<file path="src/rtl/pc_clk_pkg.sv">
// pc_clk_pkg: shared defaults and helpers for the PC-core clock generator.
`default_nettype none

package pc_clk_pkg;

  localparam int OSC_DIV_DEF    = 7;
  localparam int OSC_HIGH_DEF   = 3;
  localparam int CLK_DIV_DEF    = 3;
  localparam int PCLK_DIV_DEF   = 2;
  localparam int VCLK_DIV_DEF   = 5;
  localparam int VCLK_HIGH_DEF  = 2;
  localparam int RESET_HOLD_DEF = 4;

  typedef enum logic {
    RDY_TWO_STAGE = 1'b0,
    RDY_ONE_STAGE = 1'b1
  } rdy_mode_e;

  function automatic int cnt_w(input int div);
    return (div < 2) ? 1 : $clog2(div);
  endfunction

endpackage

`default_nettype wire

</file>
<file path="src/rtl/clkgen_8284p_clkdiv.sv">
// clkdiv_en: enabled modulo-DIV counter with a registered level (high for the first HIGH counts).
`default_nettype none

module clkdiv_en
  import pc_clk_pkg::*;
#(
  parameter int DIV  = 7,
  parameter int HIGH = 3
) (
  input  logic fclk,
  input  logic reset_n,
  input  logic en,
  output logic level,
  output logic wrap
);

  localparam int W = cnt_w(DIV);
  localparam logic [W-1:0] LAST   = W'(DIV - 1);
  localparam logic [W-1:0] HIGH_C = W'(HIGH);

  logic [W-1:0] cnt;
  logic [W-1:0] cnt_nxt;
  logic         run;

  // wrap marks every edge on which the count (re)enters 0, including the start edge
  always_comb begin
    wrap    = ~run | (en & (cnt == LAST));
    cnt_nxt = cnt;
    if (run && en) begin
      cnt_nxt = (cnt == LAST) ? '0 : cnt + W'(1);
    end
  end

  always_ff @(posedge fclk or negedge reset_n) begin
    if (!reset_n) begin
      cnt   <= '0;
      run   <= 1'b0;
      level <= 1'b0;
    end else begin
      cnt   <= cnt_nxt;
      run   <= 1'b1;
      level <= (cnt_nxt < HIGH_C);
    end
  end

endmodule

`default_nettype wire

</file>
<file path="src/rtl/clkgen_8284p.sv">
// clkgen_8284p: osc/clk/pclk/vclk generation, clk edge strobes, READY synchroniser
// and clk-aligned reset stretcher for the PC core.
`default_nettype none

module clkgen_8284p
  import pc_clk_pkg::*;
#(
  parameter int OSC_DIV    = OSC_DIV_DEF,
  parameter int OSC_HIGH   = OSC_HIGH_DEF,
  parameter int CLK_DIV    = CLK_DIV_DEF,
  parameter int PCLK_DIV   = PCLK_DIV_DEF,
  parameter int VCLK_DIV   = VCLK_DIV_DEF,
  parameter int VCLK_HIGH  = VCLK_HIGH_DEF,
  parameter int RESET_HOLD = RESET_HOLD_DEF
) (
  input  logic       fclk,
  input  logic       reset_n,
  input  logic       res_in_n,
  input  logic [1:0] rdy,
  input  logic [1:0] aen_n,
  input  logic       async_n,
  output logic       osc,
  output logic       clk,
  output logic       pclk,
  output logic       vclk,
  output logic       clk_rise,
  output logic       clk_fall,
  output logic       ready,
  output logic       reset
);

  localparam int HW = cnt_w(RESET_HOLD + 1);
  localparam logic [HW-1:0] HOLD_LOAD = HW'(RESET_HOLD);

  logic          osc_wrap;
  logic          clk_wrap;
  logic          pclk_wrap;
  logic          vclk_wrap;
  logic          fall_nxt;
  logic          rq;
  logic          stage1;
  logic          res_s1;
  logic          res_req;
  logic [HW-1:0] hold_cnt;
  logic [HW-1:0] hold_dec;
  rdy_mode_e     mode;

  clkdiv_en #(.DIV(OSC_DIV), .HIGH(OSC_HIGH)) u_osc (
    .fclk(fclk), .reset_n(reset_n), .en(1'b1), .level(osc), .wrap(osc_wrap)
  );

  clkdiv_en #(.DIV(CLK_DIV), .HIGH(1)) u_clk (
    .fclk(fclk), .reset_n(reset_n), .en(osc_wrap), .level(clk), .wrap(clk_wrap)
  );

  clkdiv_en #(.DIV(PCLK_DIV), .HIGH(PCLK_DIV / 2)) u_pclk (
    .fclk(fclk), .reset_n(reset_n), .en(clk_wrap), .level(pclk), .wrap(pclk_wrap)
  );

  clkdiv_en #(.DIV(VCLK_DIV), .HIGH(VCLK_HIGH)) u_vclk (
    .fclk(fclk), .reset_n(reset_n), .en(1'b1), .level(vclk), .wrap(vclk_wrap)
  );

  // clk is high only while its count is 0, so an osc wrap during clk high is the fall
  assign fall_nxt = clk & osc_wrap;
  assign rq       = |(rdy & ~aen_n);
  assign mode     = rdy_mode_e'(async_n);
  assign hold_dec = (hold_cnt == '0) ? '0 : hold_cnt - HW'(1);

  always_ff @(posedge fclk or negedge reset_n) begin
    if (!reset_n) begin
      clk_rise <= 1'b0;
      clk_fall <= 1'b0;
      stage1   <= 1'b0;
      ready    <= 1'b0;
    end else begin
      clk_rise <= clk_wrap;
      clk_fall <= fall_nxt;
      if (clk_wrap) begin
        stage1 <= rq;
      end
      if (fall_nxt) begin
        ready <= (mode == RDY_ONE_STAGE) ? rq : stage1;
      end
    end
  end

  // Sync flops reset low so hold_cnt is reloaded right after reset_n releases
  always_ff @(posedge fclk or negedge reset_n) begin
    if (!reset_n) begin
      res_s1   <= 1'b0;
      res_req  <= 1'b0;
      hold_cnt <= '0;
      reset    <= 1'b1;
    end else begin
      res_s1  <= res_in_n;
      res_req <= res_s1;
      if (!res_req) begin
        hold_cnt <= HOLD_LOAD;
        if (fall_nxt) begin
          reset <= 1'b1;
        end
      end else if (fall_nxt) begin
        hold_cnt <= hold_dec;
        reset    <= (hold_dec != '0);
      end
    end
  end

endmodule

`default_nettype wire

</file>
<file path="config.mk">
export PLATFORM = sky130hd
export DESIGN_NAME = clkgen_8284p
export DESIGN_NICKNAME = d
export VERILOG_FILES = /design/src/rtl/pc_clk_pkg.sv /design/src/rtl/clkgen_8284p_clkdiv.sv /design/src/rtl/clkgen_8284p.sv
export SDC_FILE = /design/constraint.sdc
export NUM_CORES = 1
export LEC_CHECK = 0
export BUFFER_PORTS_ARGS = -buffer_cell sky130_fd_sc_hd__buf_2
export CAP_MARGIN = 20
export CORE_MARGIN = 2
export CORE_UTILIZATION = 45
export CTS_CLUSTER_SIZE = 30
export DETAILED_ROUTE_END_ITERATION = 8
export PLACE_DENSITY = 0.66
export SLEW_MARGIN = 20
export SYNTH_ARGS = -nofsm -noshare
export SYNTH_HDL_FRONTEND = slang
export SYNTH_SLANG_ARGS = --single-unit
</file>
<file path="constraint.sdc">
create_clock -name fclk -period 1.2 [get_ports fclk]
set_input_delay 0.12 -clock fclk [delete_from_list [all_inputs] [get_ports fclk]]
set_output_delay 0.12 -clock fclk [all_outputs]
set_load 0.03 [all_outputs]
</file>
==> Flow_metrics.wiki <==
{| class="wikitable"
! Metric !! Value
|-
| Flip-flop and latch count after synthesis || 24
|-
| Switching Share || 38.6%
|-
| Clock sinks || 24
|-
| Post-synthesis cell type with the largest combined area || dfrtp_1
|-
| Via count of the first global-routing pass || 752
|-
| Global-route wire length before repair || 3.15 mm
|-
| Std-Cell Rows || 17
|-
| Leakage power || 0.716 nW
|-
| Reg power frac || 41.5%
|-
| Number of enable-type register cells in the synthesized netlist || 0
|-
| Total number of vias || just over 800
|-
| Worst Setup Start Kind || register
|-
| Floorplan die width || 53.6 um
|-
| Finished Core Util || 63.2%
|-
| Clock share of power || 11.7%
|-
| H-tree depth || 1
|-
| Gp weighted congestion || 0.841
|-
| Arrival @ worst endpoint || 1.44 ns
|-
| Avg Vias per Cell || 5.21
|-
| Final Routed Wirelength || 2.04 mm
|-
| Internal power || between 0.0015 and 0.002 W
|-
| Slew HR || 64.6%
|-
| Number of buffers created by CTS || 3
|-
| Final max-slew violation count || 0
|-
| Proportion of synthesized chip area in sequential cells || 54.3%
|-
| Area enclosed by the die boundary || 0.00288 mm2
|-
| Post-Layout Inst Area || 0.00144 mm2
|-
| Post-synthesis net count || roughly 110
|-
| Fmax || 812 MHz
|-
| Maximum number of buffers from clock root to sink || 2
|-
| Category of the most critical setup path || reg -> reg
|-
| Maximum number of pins on one net before global-route repair || 25
|-
| Post-place instance area || around 0.0013 mm2
|-
| Top_reg_cell synth || dfrtp_1
|-
| Final routed wire length divided by cell count || around 13 um
|-
| Core region area || roughly 0.0023 mm2
|-
| Total routing usage reported by global routing || roughly 16%
|-
| Largest fanout of any net on the critical path || 5
|-
| Maximum ir drop on the vdd rail || 0.00160 V
|-
| Number of port buffers || 15
|-
| Total half-perimeter wirelength after legalization and detailed placement || around 1.4 mm
|-
| Cell Chain, Critical Path || nand2_2, o31ai_4, mux2_4
|-
| Buffer type at the clock tree root || clkbuf_4
|-
| Tcrit/Tclk final || 103%
|-
| Final cell count without fillers || 159
|-
| Clock transition at path regs || 0.13 ns
|-
| Avg Cell Area, Syn || 11.4 um2
|-
| Antenna violations before repair || 0
|-
| Cell count after synthesis || 97
|-
| Min-delay worst type || in -> reg
|-
| Violation count after the first detailed-routing iteration || 7
|-
| Number of DRC violations after detailed routing || 0
|-
| Slowest cell on the critical path || dfrtp_2
|-
| Post-synth ARST share || 100%
|-
| GR Overflow Total || 0
|-
| Outcome || complete, but fails checks
|-
| Combinational power share || 46.8%
|-
| Synth unique cells || 38
|-
| Final worst clock skew || ~0.0063 ns
|-
| Worst Tran Pin Value || roughly 0.53 ns
|-
| Post-synthesis to final-layout area growth || 29.7%
|-
| Initial cell density of the core || around half
|-
| Failing checks || setup timing
|-
| Warning count from the yosys run || 0
|-
| Number of filler cells placed in the layout || 174
|-
| I/O pins || 16
|-
| Number of iterations in the first detailed-routing pass || 5
|-
| WP data required || around 1.4 ns
|-
| Share of Yosys cell area claimed by the top area cell type || about half
|-
| Post-layout min period || 1.23 ns
|-
| Number of cells after detailed placement || 150
|-
| Fraction of final layout cells with drive strength greater than 1 || around 46%
|-
| Antenna Diode Count || 0
|-
| Worst Hold Slack || 0.134 ns
|-
| Vert. Die Dim || ~54 um
|-
| # setup viols final || 4
|-
| Post-synthesis instance area || 0.00111 mm2
|-
| Power density of the placed cells || 2180 mW/mm2
|-
| Top cells by area, synth || dfrtp_1 (52%), ha_1 (4.5%), nor2b_1 (3.4%), inv_1 (3.0%), dfstp_2 (2.4%)
|-
| Delay contributed by the slowest stage of the critical path || 0.45 ns
|-
| # Max-Cap Violations || 0
|-
| Antenna-violating nets left || 0
|-
| Critical Path Sink Type || register
|-
| Worst path setup slack after routing || -0.0315 ns
|-
| Net load switching power || 0.00121 W
|-
| Clock tree from TritonCTS || done
|-
| Clock latency on the worst-skew pair || approximately 0.32 ns
|-
| Final net count || 144
|-
| Final count of hold timing violations || 0
|-
| Unrepaired setup endpoints after global routing || true
|}
-- cell families (layout without fill, tap and decap cells) --
logic type,after synthesis,count (layout),share of synthesized area [%]
compound gates,19,19,13.7
flops,24,24,54.3
xor+xnor,2,2,1.58
simple gates,33,33,17.6
fa+ha+maj,4,4,4.51
mux,4,4,4.29
buf+inv,10,44,3.72
other cells,1,1,0.338
-- repair_timing --
item                                    4_1_cts  5_1_grt
resized for setup                             7       17
pin swaps                                     3        2
setup buffers                                 1        2
hold endpoints to repair                     24        0
endpoints found under the setup margin       10       11
hold buffers                                  2        0
-- flip-flops by register name (all words and copies together) (netlist names) --
signal,cells
res_s1,1
u_osc.level,1
u_osc.cnt,3
u_clk.cnt,2
u_vclk.cnt,3
stage1,1
hold_cnt,3
clk_rise,1
u_clk.level,1
reset,1
u_vclk.level,1
ready,1
u_pclk.level,1
u_pclk.cnt,1
res_req,1
u_pclk.run,1
clk_fall,1
-- worst paths after layout --
path | end | cells after the start | slack, ns | start
worst max-delay path | stage1 | 3 | -0.03 | u_osc.cnt[1]
worst min-delay path | ready | 3 | 0.13 | async_n
worst max register to register | stage1 | 3 | -0.03 | u_osc.cnt[1]
worst min register to register | res_req | 0 | 0.36 | res_s1
max in group asynchronous | u_clk.level | 2 | 0.52 | reset_n
min in group asynchronous | u_vclk.level | 2 | 0.29 | reset_n
-- placed cells by master (no fill, tap or decap), types with 4 or more instances in the layout --
cell,instances
nand2_1,5
dfrtp_1,18
inv_1,8
nor2b_1,4
buf_4,14
dfrtp_2,5
buf_2,14
-- layout make-up --
class,count,area [um2],area share (%)
inverters,9,33.8,2.35
repair buffers,31,200,13.9
clock buffers,4,26.3,1.83
well taps,28,35.0,2.44
multi-input cells,63,534,37.2
flip-flops and latches,24,608,42.3
-- metrics by stage --
| step | setup WS (ns) | setup TNS, ns | power [W] |
|---|---|---|---|
| after floorplan | 0.00600 | 0 | 0.00213 |
| after CTS | -0.0368 | -0.0863 | 0.00302 |
| final | -0.0315 | -0.0605 | 0.00313 |
| after global routing | -0.0919 | -0.388 | 0.00338 |
| after detailed placement | -0.0700 | -0.207 | 0.00258 |
| after global placement | -0.0206 | -0.0588 | 0.00255 |
-- synth_stat cells (2+ instances only) --
cell      count
o21ai_1       2
a22o_1        3
o22ai_1       2
nand2_1       5
o21ai_0       2
ha_1          4
mux2_1        2
nand2_2       2
nor2_1        4
a21o_1        3
dfrtp_1      23
nor2b_1       6
nand2b_1      3
inv_1         9
nor3_1        4
-- critical path: cells and delay by family, from the launching register on --
family | cells | cell delay [ns]
AND/OR/NAND/NOR | 1 | 0.09
multiplexers | 1 | 0.32
AO/OA/AOI/OAI | 1 | 0.26
flip-flops | 1 | 0.45
-- routing by layer --
layer	track usage (%)	vias to the layer above	part of all wire [%]
li1	-	403	-
met1	18.9	396	43
met2	25.5	21	47
met3	3.89	8	5.4
met4	7.69	0	4.2
met5	0	-	0
-- power groups by stage --
stage	Sequential [W]	Combinational, W	Clock, W
after CTS	0.00129	0.00135	0.000375
after global placement	0.00129	0.00126	0
after floorplan	0.00150	0.000631	0
after global routing	0.00133	0.00162	0.000423
after detailed placement	0.00130	0.00129	0
final	0.00130	0.00147	0.000366
Note: power is estimated with default switching activity, not from simulation.
